[src/rtl/frame_mem_pkg.sv]
// Shared types and constants for the frame RAM arbiter: buffer geometry,
// arbiter state encoding and the buffered write request record.
package frame_mem_pkg;

    localparam int ADDR_W     = 19;
    localparam int PIX_W      = 8;
    localparam int IMG_PIXELS = 160000;

    localparam logic [ADDR_W-1:0] BUF0_BASE = 19'd0;
    localparam logic [ADDR_W-1:0] BUF1_BASE = 19'd160000;

    typedef enum logic {
        RUN       = 1'b0,
        SWAP_PEND = 1'b1
    } arb_state_t;

    typedef struct packed {
        logic [ADDR_W-1:0] addr;
        logic [PIX_W-1:0]  data;
    } wr_req_t;

    function automatic logic [ADDR_W-1:0] buf_base(input logic sel);
        return sel ? BUF1_BASE : BUF0_BASE;
    endfunction

endpackage

[src/rtl/frame_mem_arbiter_wr_fifo.sv]
// Small synchronous FIFO of write requests feeding the RAM write path.
// Push and pop may occur in the same cycle; the caller never pushes when full.
module wr_fifo
    import frame_mem_pkg::*;
#(
    parameter int DEPTH = 4,
    parameter int PTR_W = $clog2(DEPTH)
) (
    input  logic           clk_25,
    input  logic           rst_n,
    input  logic           push,
    input  wr_req_t        push_req,
    input  logic           pop,
    output wr_req_t        head,
    output logic           full,
    output logic           empty,
    output logic [PTR_W:0] count
);

    wr_req_t           mem [DEPTH];
    logic [PTR_W-1:0]  wr_ptr;
    logic [PTR_W-1:0]  rd_ptr;
    logic              do_push;
    logic              do_pop;

    assign do_push = push & ~full;
    assign do_pop  = pop & ~empty;
    assign empty   = (count == '0);
    assign full    = (count == (PTR_W+1)'(DEPTH));
    assign head    = mem[rd_ptr];

    // Storage carries no reset; only the pointers and count define validity.
    always_ff @(posedge clk_25) begin
        if (do_push) begin
            mem[wr_ptr] <= push_req;
        end
    end

    always_ff @(posedge clk_25 or negedge rst_n) begin
        if (!rst_n) begin
            wr_ptr <= '0;
            rd_ptr <= '0;
            count  <= '0;
        end else begin
            if (do_push) begin
                wr_ptr <= wr_ptr + 1'b1;
            end
            if (do_pop) begin
                rd_ptr <= rd_ptr + 1'b1;
            end
            case ({do_push, do_pop})
                2'b10:   count <= count + 1'b1;
                2'b01:   count <= count - 1'b1;
                default: count <= count;
            endcase
        end
    end

endmodule

[src/rtl/frame_mem_arbiter.sv]
// Frame RAM arbiter: display reads own the RAM inside the image window, buffered
// writes drain outside it, and buffer swaps are deferred to the frame boundary.
module frame_mem_arbiter
    import frame_mem_pkg::*;
#(
    parameter int IMG_WIDTH  = 400,
    parameter int IMG_HEIGHT = 400,
    parameter int H_START    = 120,
    parameter int V_START    = 40,
    parameter int FIFO_DEPTH = 4
) (
    input  logic              clk_25,
    input  logic              rst_n,
    input  logic [9:0]        hs,
    input  logic [9:0]        vs,
    input  logic [ADDR_W-1:0] disp_addr,
    output logic [PIX_W-1:0]  disp_data,
    input  logic              wr_valid,
    output logic              wr_ready,
    input  logic [ADDR_W-1:0] wr_addr,
    input  logic [PIX_W-1:0]  wr_data,
    input  logic              swap_req,
    output logic              swap_done,
    output logic              front_sel,
    output logic [ADDR_W-1:0] mem_addr,
    output logic [PIX_W-1:0]  mem_wdata,
    output logic              mem_we,
    input  logic [PIX_W-1:0]  mem_rdata,
    output arb_state_t        dbg_state
);

    localparam int CNT_W = $clog2(FIFO_DEPTH) + 1;

    localparam logic [9:0] H_LO = 10'(H_START);
    localparam logic [9:0] H_HI = 10'(H_START + IMG_WIDTH);
    localparam logic [9:0] V_LO = 10'(V_START);
    localparam logic [9:0] V_HI = 10'(V_START + IMG_HEIGHT);

    // Handshake: a write transfers on any rising edge where wr_valid and
    // wr_ready are both high; wr_ready is a register and never depends on wr_valid.

    arb_state_t        state;
    arb_state_t        state_next;
    logic              disp_win;
    logic              at_boundary;
    logic              swap_fire;
    logic              push;
    logic              pop;
    logic              fifo_full;
    logic              fifo_empty;
    logic [CNT_W-1:0]  fifo_count;
    logic [CNT_W-1:0]  cnt_next;
    wr_req_t           push_req;
    wr_req_t           head;
    logic [ADDR_W-1:0] front_base;
    logic [ADDR_W-1:0] back_base;

    assign disp_win    = (hs >= H_LO) && (hs < H_HI) && (vs >= V_LO) && (vs < V_HI);
    assign at_boundary = (hs == 10'd0) && (vs == V_HI);
    assign swap_fire   = (state == SWAP_PEND) && at_boundary && fifo_empty;

    assign push     = wr_valid & wr_ready;
    assign pop      = ~disp_win & ~fifo_empty;
    assign push_req = '{addr: wr_addr, data: wr_data};

    assign front_base = buf_base(front_sel);
    assign back_base  = buf_base(~front_sel);

    assign disp_data = mem_rdata;
    assign dbg_state = state;

    wr_fifo #(
        .DEPTH (FIFO_DEPTH)
    ) u_wr_fifo (
        .clk_25   (clk_25),
        .rst_n    (rst_n),
        .push     (push),
        .push_req (push_req),
        .pop      (pop),
        .head     (head),
        .full     (fifo_full),
        .empty    (fifo_empty),
        .count    (fifo_count)
    );

    always_comb begin
        state_next = state;
        case (state)
            RUN:       if (swap_req)  state_next = SWAP_PEND;
            SWAP_PEND: if (swap_fire) state_next = RUN;
            default:   state_next = RUN;
        endcase
    end

    // Ready looks one cycle ahead so a full FIFO with a pop reopens next cycle.
    always_comb begin
        cnt_next = fifo_count;
        if (push && !pop) begin
            cnt_next = fifo_count + 1'b1;
        end else if (!push && pop) begin
            cnt_next = fifo_count - 1'b1;
        end
    end

    always_ff @(posedge clk_25 or negedge rst_n) begin
        if (!rst_n) begin
            state     <= RUN;
            wr_ready  <= 1'b0;
            front_sel <= 1'b0;
            swap_done <= 1'b0;
        end else begin
            state     <= state_next;
            wr_ready  <= (state_next == RUN) && (cnt_next != CNT_W'(FIFO_DEPTH));
            swap_done <= swap_fire;
            if (swap_fire) begin
                front_sel <= ~front_sel;
            end
        end
    end

    // The display owns the RAM inside the window; otherwise drain one write.
    always_ff @(posedge clk_25 or negedge rst_n) begin
        if (!rst_n) begin
            mem_addr  <= '0;
            mem_wdata <= '0;
            mem_we    <= 1'b0;
        end else if (disp_win) begin
            mem_addr <= front_base + disp_addr;
            mem_we   <= 1'b0;
        end else if (pop) begin
            mem_addr  <= back_base + head.addr;
            mem_wdata <= head.data;
            mem_we    <= 1'b1;
        end else begin
            mem_we <= 1'b0;
        end
    end

    // A fifo_full-derived ready must never permit a push into a full FIFO.
    always_ff @(posedge clk_25) begin
        if (rst_n && push) begin
            assert (!fifo_full);
        end
    end

endmodule
[config.mk]
export PLATFORM = sky130hd
export DESIGN_NAME = frame_mem_arbiter
export DESIGN_NICKNAME = d
export VERILOG_FILES = /design/src/rtl/frame_mem_pkg.sv /design/src/rtl/frame_mem_arbiter_wr_fifo.sv /design/src/rtl/frame_mem_arbiter.sv
export SDC_FILE = /design/constraint.sdc
export NUM_CORES = 1
export LEC_CHECK = 0
export CORE_MARGIN = 1.5
export CORE_UTILIZATION = 29
export CTS_CLUSTER_SIZE = 40
export DETAILED_ROUTE_END_ITERATION = 8
export SYNTH_ARGS = -nofsm -noshare
export SYNTH_HDL_FRONTEND = slang
export SYNTH_SLANG_ARGS = --single-unit
[constraint.sdc]
create_clock -name clk_25 -period 3.1 [get_ports clk_25]
set_clock_uncertainty 0.15 [all_clocks]
set_input_delay 0.465 -clock clk_25 [delete_from_list [all_inputs] [get_ports clk_25]]
set_output_delay 0.465 -clock clk_25 [all_outputs]
set_load 0.05 [all_outputs]
Word level (Yosys, flattened, before mapping):

Memory sizes are Yosys's and may differ from the RTL's.
Index checks and enable logic that the tools add are counted.

* output and inout port bits: 40
* word-level logic and storage cells: 66
* memories: 1
* bits of input ports: 78
* bits in writable memories: 108
* flip-flop bits (word level): 39

* reduce and logical (&&, ||, !) cells: 16
* add/subtract/negate cells: 6
* bitwise operators: 10
* mux-type cells: 14
* order comparisons: 4
* equality and inequality tests: 5

Memory list
* u_wr_fifo.mem: words 4, bits a word 27, read ports 1, clocked after Yosys merged registers in 0, wr ports 1, line frame_mem_arbiter_wr_fifo.sv:20 `wr_req_t mem [DEPTH];`

Operators by type and width (count)
* adder 18 x 19 -> 19 bit: 2
* 2-to-1 mux 19 bit: 2
* 2-to-1 mux 18 bit: 2
* equality test 10 x 9 -> 1 bit, second input constant: 1
* greater-or-equal comparator 10 x 6 -> 1 bit, second input constant: 1
* greater-or-equal comparator 10 x 7 -> 1 bit, second input constant: 1
* zero test 10 bit: 1
* less-than comparator 10 bit, second input constant: 1
* less-than comparator 10 x 9 -> 1 bit, second input constant: 1
* logical AND 1 bit: 9
* 2-to-1 mux 1 bit: 6
* 2-to-1 mux 3 bit: 2
* inverter 1 bit: 6
* one-hot mux 3 bit (2 select lines): 1
* adder 2 x 1 -> 2 bit, second input constant: 2
* AND 1 bit: 4
* nonzero test 2 bit: 2
* adder 3 x 1 -> 3 bit, second input constant: 1
* equality test 3 bit, second input constant: 1
* zero test 3 bit: 1
* != test 3 bit, second input constant: 1
* subtractor 3 x 1 -> 3 bit, second input constant: 1
* equality test 2 x 1 -> 1 bit, second input constant: 1
* equality test 2 bit, second input constant: 1
* other kinds (3): 4

Longest topological paths before layout:

* depth in word-level cells: 11
* mapped depth: 10
* depth with buffers taken out: 9

By module:

A second synthesis with hierarchy kept.

* cells, all modules: 401
* area, all modules: 6571.3 µm²

Modules (own cells, without submodules)
* wr_fifo: instances 1, seq. area each 3418.3 µm², area each 4330.4 µm², cells an instance 178
* frame_mem_arbiter: instances 1, seq. area each 800.8 µm², area each 2240.9 µm², cells an instance 223

Least setup slack after synthesis:

No wires, ideal clock.

* path kind: flip-flop to flip-flop
* start: register u_wr_fifo.rd_ptr[0]
* end: register mem_addr[15]
* setup time: 0.104 ns
* period minus slack after synthesis: 2.808 ns
* data required time: 2.846 ns
* slack: 0.292 ns
* arrival: 2.554 ns
* cell stages (with the launch flop): 10
* buffers on the path: 2
* cell sequence: dfrtp_1 -> buf_6 -> buf_2 -> mux4_2 -> ha_1 -> a21o_1 -> a21oi_1 -> o21ai_0 -> xnor2_1 -> a221oi_1

* word-level cells in the longest chain between the ends: 4

Ends and longest elaborated chain
* start: declaration: line frame_mem_arbiter_wr_fifo.sv:22 `logic [PTR_W-1:0] rd_ptr;`
* start signal: assignment: line frame_mem_arbiter_wr_fifo.sv:49 `rd_ptr <= rd_ptr + 1'b1;`
* memory read (4 x 27 bit)
* adder 18 x 19 -> 19 bit: line frame_mem_arbiter.sv:131 `mem_addr <= back_base + head.addr;`
* 2-to-1 mux 19 bit: line frame_mem_arbiter.sv:130 `end else if (pop) begin`
* 2-to-1 mux 19 bit: line frame_mem_arbiter.sv:127 `end else if (disp_win) begin`
* end signal: assignment: line frame_mem_arbiter.sv:128 `mem_addr <= front_base + disp_addr;`
* end signal: assignment: line frame_mem_arbiter.sv:131
* end: declaration: line frame_mem_arbiter.sv:25 `output logic [ADDR_W-1:0] mem_addr,`

No other way between the ends. The select of a mux whose other input is x is not followed.
A chain may end at the register's enable or synchronous reset.

Worst setup path in the final report:

* start: register u_wr_fifo.rd_ptr[0]
* end: register mem_addr[18]

Same word-level chain as after synthesis.

==> flow_summary.toml <==
[timing]
rsz0062_at_grt = "false"
setup_ws_ns = 0.367
drv_slew = 0
fin_tns_setup_ns = 0
period_share_pct = 88.2
setup_violations = 0
maxSlewHeadroom_pct = 36.3
layout_min_cycle_time_ns = 2.73
hold_viol = 0
tightest_slew_ns = 0.956
fmax_mhz = 366

[synth]
synth_top_area_share_pct = 50.8
synth.most_common_cell = "edfxtp_1"
ys_warn_count = 0
synth_area_leader_cell = "edfxtp_1"
ys_top_cells_by_count = "edfxtp_1 (108), nand2_1 (62), dfrtp_1 (39), mux4_2 (27), nor2_1 (23)"
synth_flop_cell = "edfxtp_1"
async_flop_share_pct = 26.5
synth_area_leaders = "edfxtp_1 (51%), dfrtp_1 (15%), mux4_2 (9.5%)"
netlist_instances = 426
syn_nets = 524
synth_edf_count = 108
postSynthAreaPerCell_sq_um = 15.0
ys_ff_latch = 147
ys_seq_area_share_pct = 66.0
ys_types = 43
synth_area_sq_um = 6390

[layout]
drive_gt1_share_pct = 14.4
area_growth_pct = 30.0
final_cells = 829
nets = 634
diodes = 0

[worst_setup_path]
critPathSlowestCell = "mux4_2"
crit_arrival_ns = 2.89
cp_cell_sequence = "mux4_2, ha_1, a21o_1, a21oi_1, o21ai_0, a31oi_1, nor2_1, nor3_1"
path_buf_inv = 0
worstPathRequired_ns = 3.26
crit_end = "mem_addr[18]"
max_stage_delay_ns = 0.56
reg2reg_to = "mem_addr[18]"
cp-start-kind = "register"
worstReg2RegStart = "u_wr_fifo.rd_ptr[0]"
startpoint = "u_wr_fifo.rd_ptr[0]"
cp.depth = 8
critical_path.endpoint_type = "register"
critical_path_class = "reg2reg"
cp_max_fo = 8
r2r_slack_ns = 0.37
crit_family = "compound AO/OA/AOI/OAI gates"
reg2reg_depth = 8

[floorplanning]
core_sq_um = 21700
die_h_um = 151
design.die.area_sq_um = 22900
dieWidth_um = 151
ios = 118
initial_core_util_pct = 29.5
num_rows = 54

[clock_network]
htreeDepth = 4
clkSinkCount = 147
cts_buffers = 17
hold_buffers = 0
insertion_delay_ns = 0.42
path_clk_slew_ns = 0.06
cts-root-buf = "clkbuf_16"
cts_setup_buffers = 0
cts_buffer_depth = 2
cts_resized = 0
cts_tree = "done"

[detailed_routing]
vias = 3861
wl_um = 13700
route.detailed.drc = 0
wire_per_inst_um = 16.5
vias_per_cell = 4.66
dr.pass1.iters = 4
drt-initial-drc-count = 184
ant_nets = 0

[global_routing]
antenna_found_initial = 1
grt-ovfl-total = 0
grt_pass1_wl_um = 21500
first_global_vias = 4080
grt_use_total_pct = 12.7
grt_start_max_net_pins = 41

[place]
dp_slack_ns = 0.164
io_buffers = 101
dp.cells = 797
gp_congestion = 0.807
place_hpwl_um = 9480

[power_and_ir_drop]
p_leak_nw = 2.96
vdd_drop_max_v = 0.000394
power.density_nw_per_um2 = 863

[run_status]
outcome = "complete, no violations"

[job]
cap_violations = 0

[worst_hold_path]
hold_class = "in2async"
-- area by class of cell --
class	instances	area, sq um
fill	2021	13400
sequential	147	4220
multi-input combinational	248	2010
timing repair buffer	114	1100
clock buffer	22	464
tap	280	350
clock inverter	10	124
inverter	8	32.5
-- worst min path at each step --
stage	from	to	slack [ns]	cells after the start
CTS	rst_n	dbg_state	0.07	1
floorplan	rst_n	dbg_state	0.02	0
global route	rst_n	dbg_state	0.12	1
detailed placement	mem_wdata[5]	mem_wdata[5]	0.32	2
global placement	mem_wdata[4]	mem_wdata[4]	0.31	2
finish	rst_n	dbg_state	0.05	1
-- kinds of logic (layout without fill, tap and decap cells) --
group / count (synthesis) / in the layout / share of synthesized area, %
flip-flops: 147 / 147 / 66.0
XOR/XNOR: 24 / 24 / 3.29
AND/OR/NAND/NOR: 129 / 129 / 9.46
multiplexers: 29 / 29 / 9.83
buffers and inverters: 31 / 154 / 2.51
AO/OA/AOI/OAI: 46 / 46 / 4.96
adder cells (fa/ha/maj): 20 / 20 / 3.92
-- where the power goes --
group          switching, mW  total (mW)  internal (mW)  leakage, nW
Clock                  0.774        2.01           1.24        0.282
Sequential             0.186        2.53           2.35         1.42
Combinational           1.54        2.62           1.08         1.26
-- state kept, by name, summed over array words and instances (netlist names) --
name and cells:
mem_addr 19, swap_done 1, u_wr_fifo.wr_ptr 2, mem_we 1
u_wr_fifo.mem 108, mem_wdata 8, wr_ready 1, u_wr_fifo.count 3
front_sel 1, dbg_state 1, u_wr_fifo.rd_ptr 2
-- stage by stage --
step	total power, mW	hold WS, ns	instance area [sq um]	utilization, %
detailed placement	5.23	0.318	7720	35.6
global route	7.55	0.117	8300	38.3
global placement	5.18	0.310	7720	35.6
CTS	7.26	0.0698	8300	38.3
finish	7.16	0.0498	8300	38.3
floorplan	4.37	0.0194	6390	-
-- worst reg2reg max path: stages (launching register included) --
cell,delay (ns)
dfrtp_2,0.50
mux4_2,0.56
ha_1,0.36
a21o_1,0.22
a21oi_1,0.16
o21ai_0,0.14
a31oi_1,0.23
nor2_1,0.08
nor3_1,0.23
-- cells in the final DEF (no fill, tap or decap), drive strengths merged, types with 6 or more instances in the layout --
cell           Yosys  final
edfxtp           108    108
clkdlybuf4s50      0    100
nand2             63     63
dfrtp             39     39
mux4              27     27
nor2              23     23
clkbuf            10     22
ha                20     20
xnor2             15     15
buf               13     14
a31oi             13     13
inv                8     11
nand3             10     10
o21ai              9      9
xor2               9      9
nand4              8      8
a21oi              7      7
nor3               7      7
and2               6      6
-- routing by layer --
| layer | up-vias | GRT usage (%) | share of wire, % |
|---|---|---|---|
| li1 | 1827 | - | - |
| met1 | 1894 | 15.3 | 43 |
| met2 | 126 | 21.1 | 48 |
| met3 | 12 | 4.67 | 8.0 |
| met4 | 2 | 4.17 | 1.1 |
| met5 | - | 0 | 0.12 |
(Power assumes the default switching activity.)
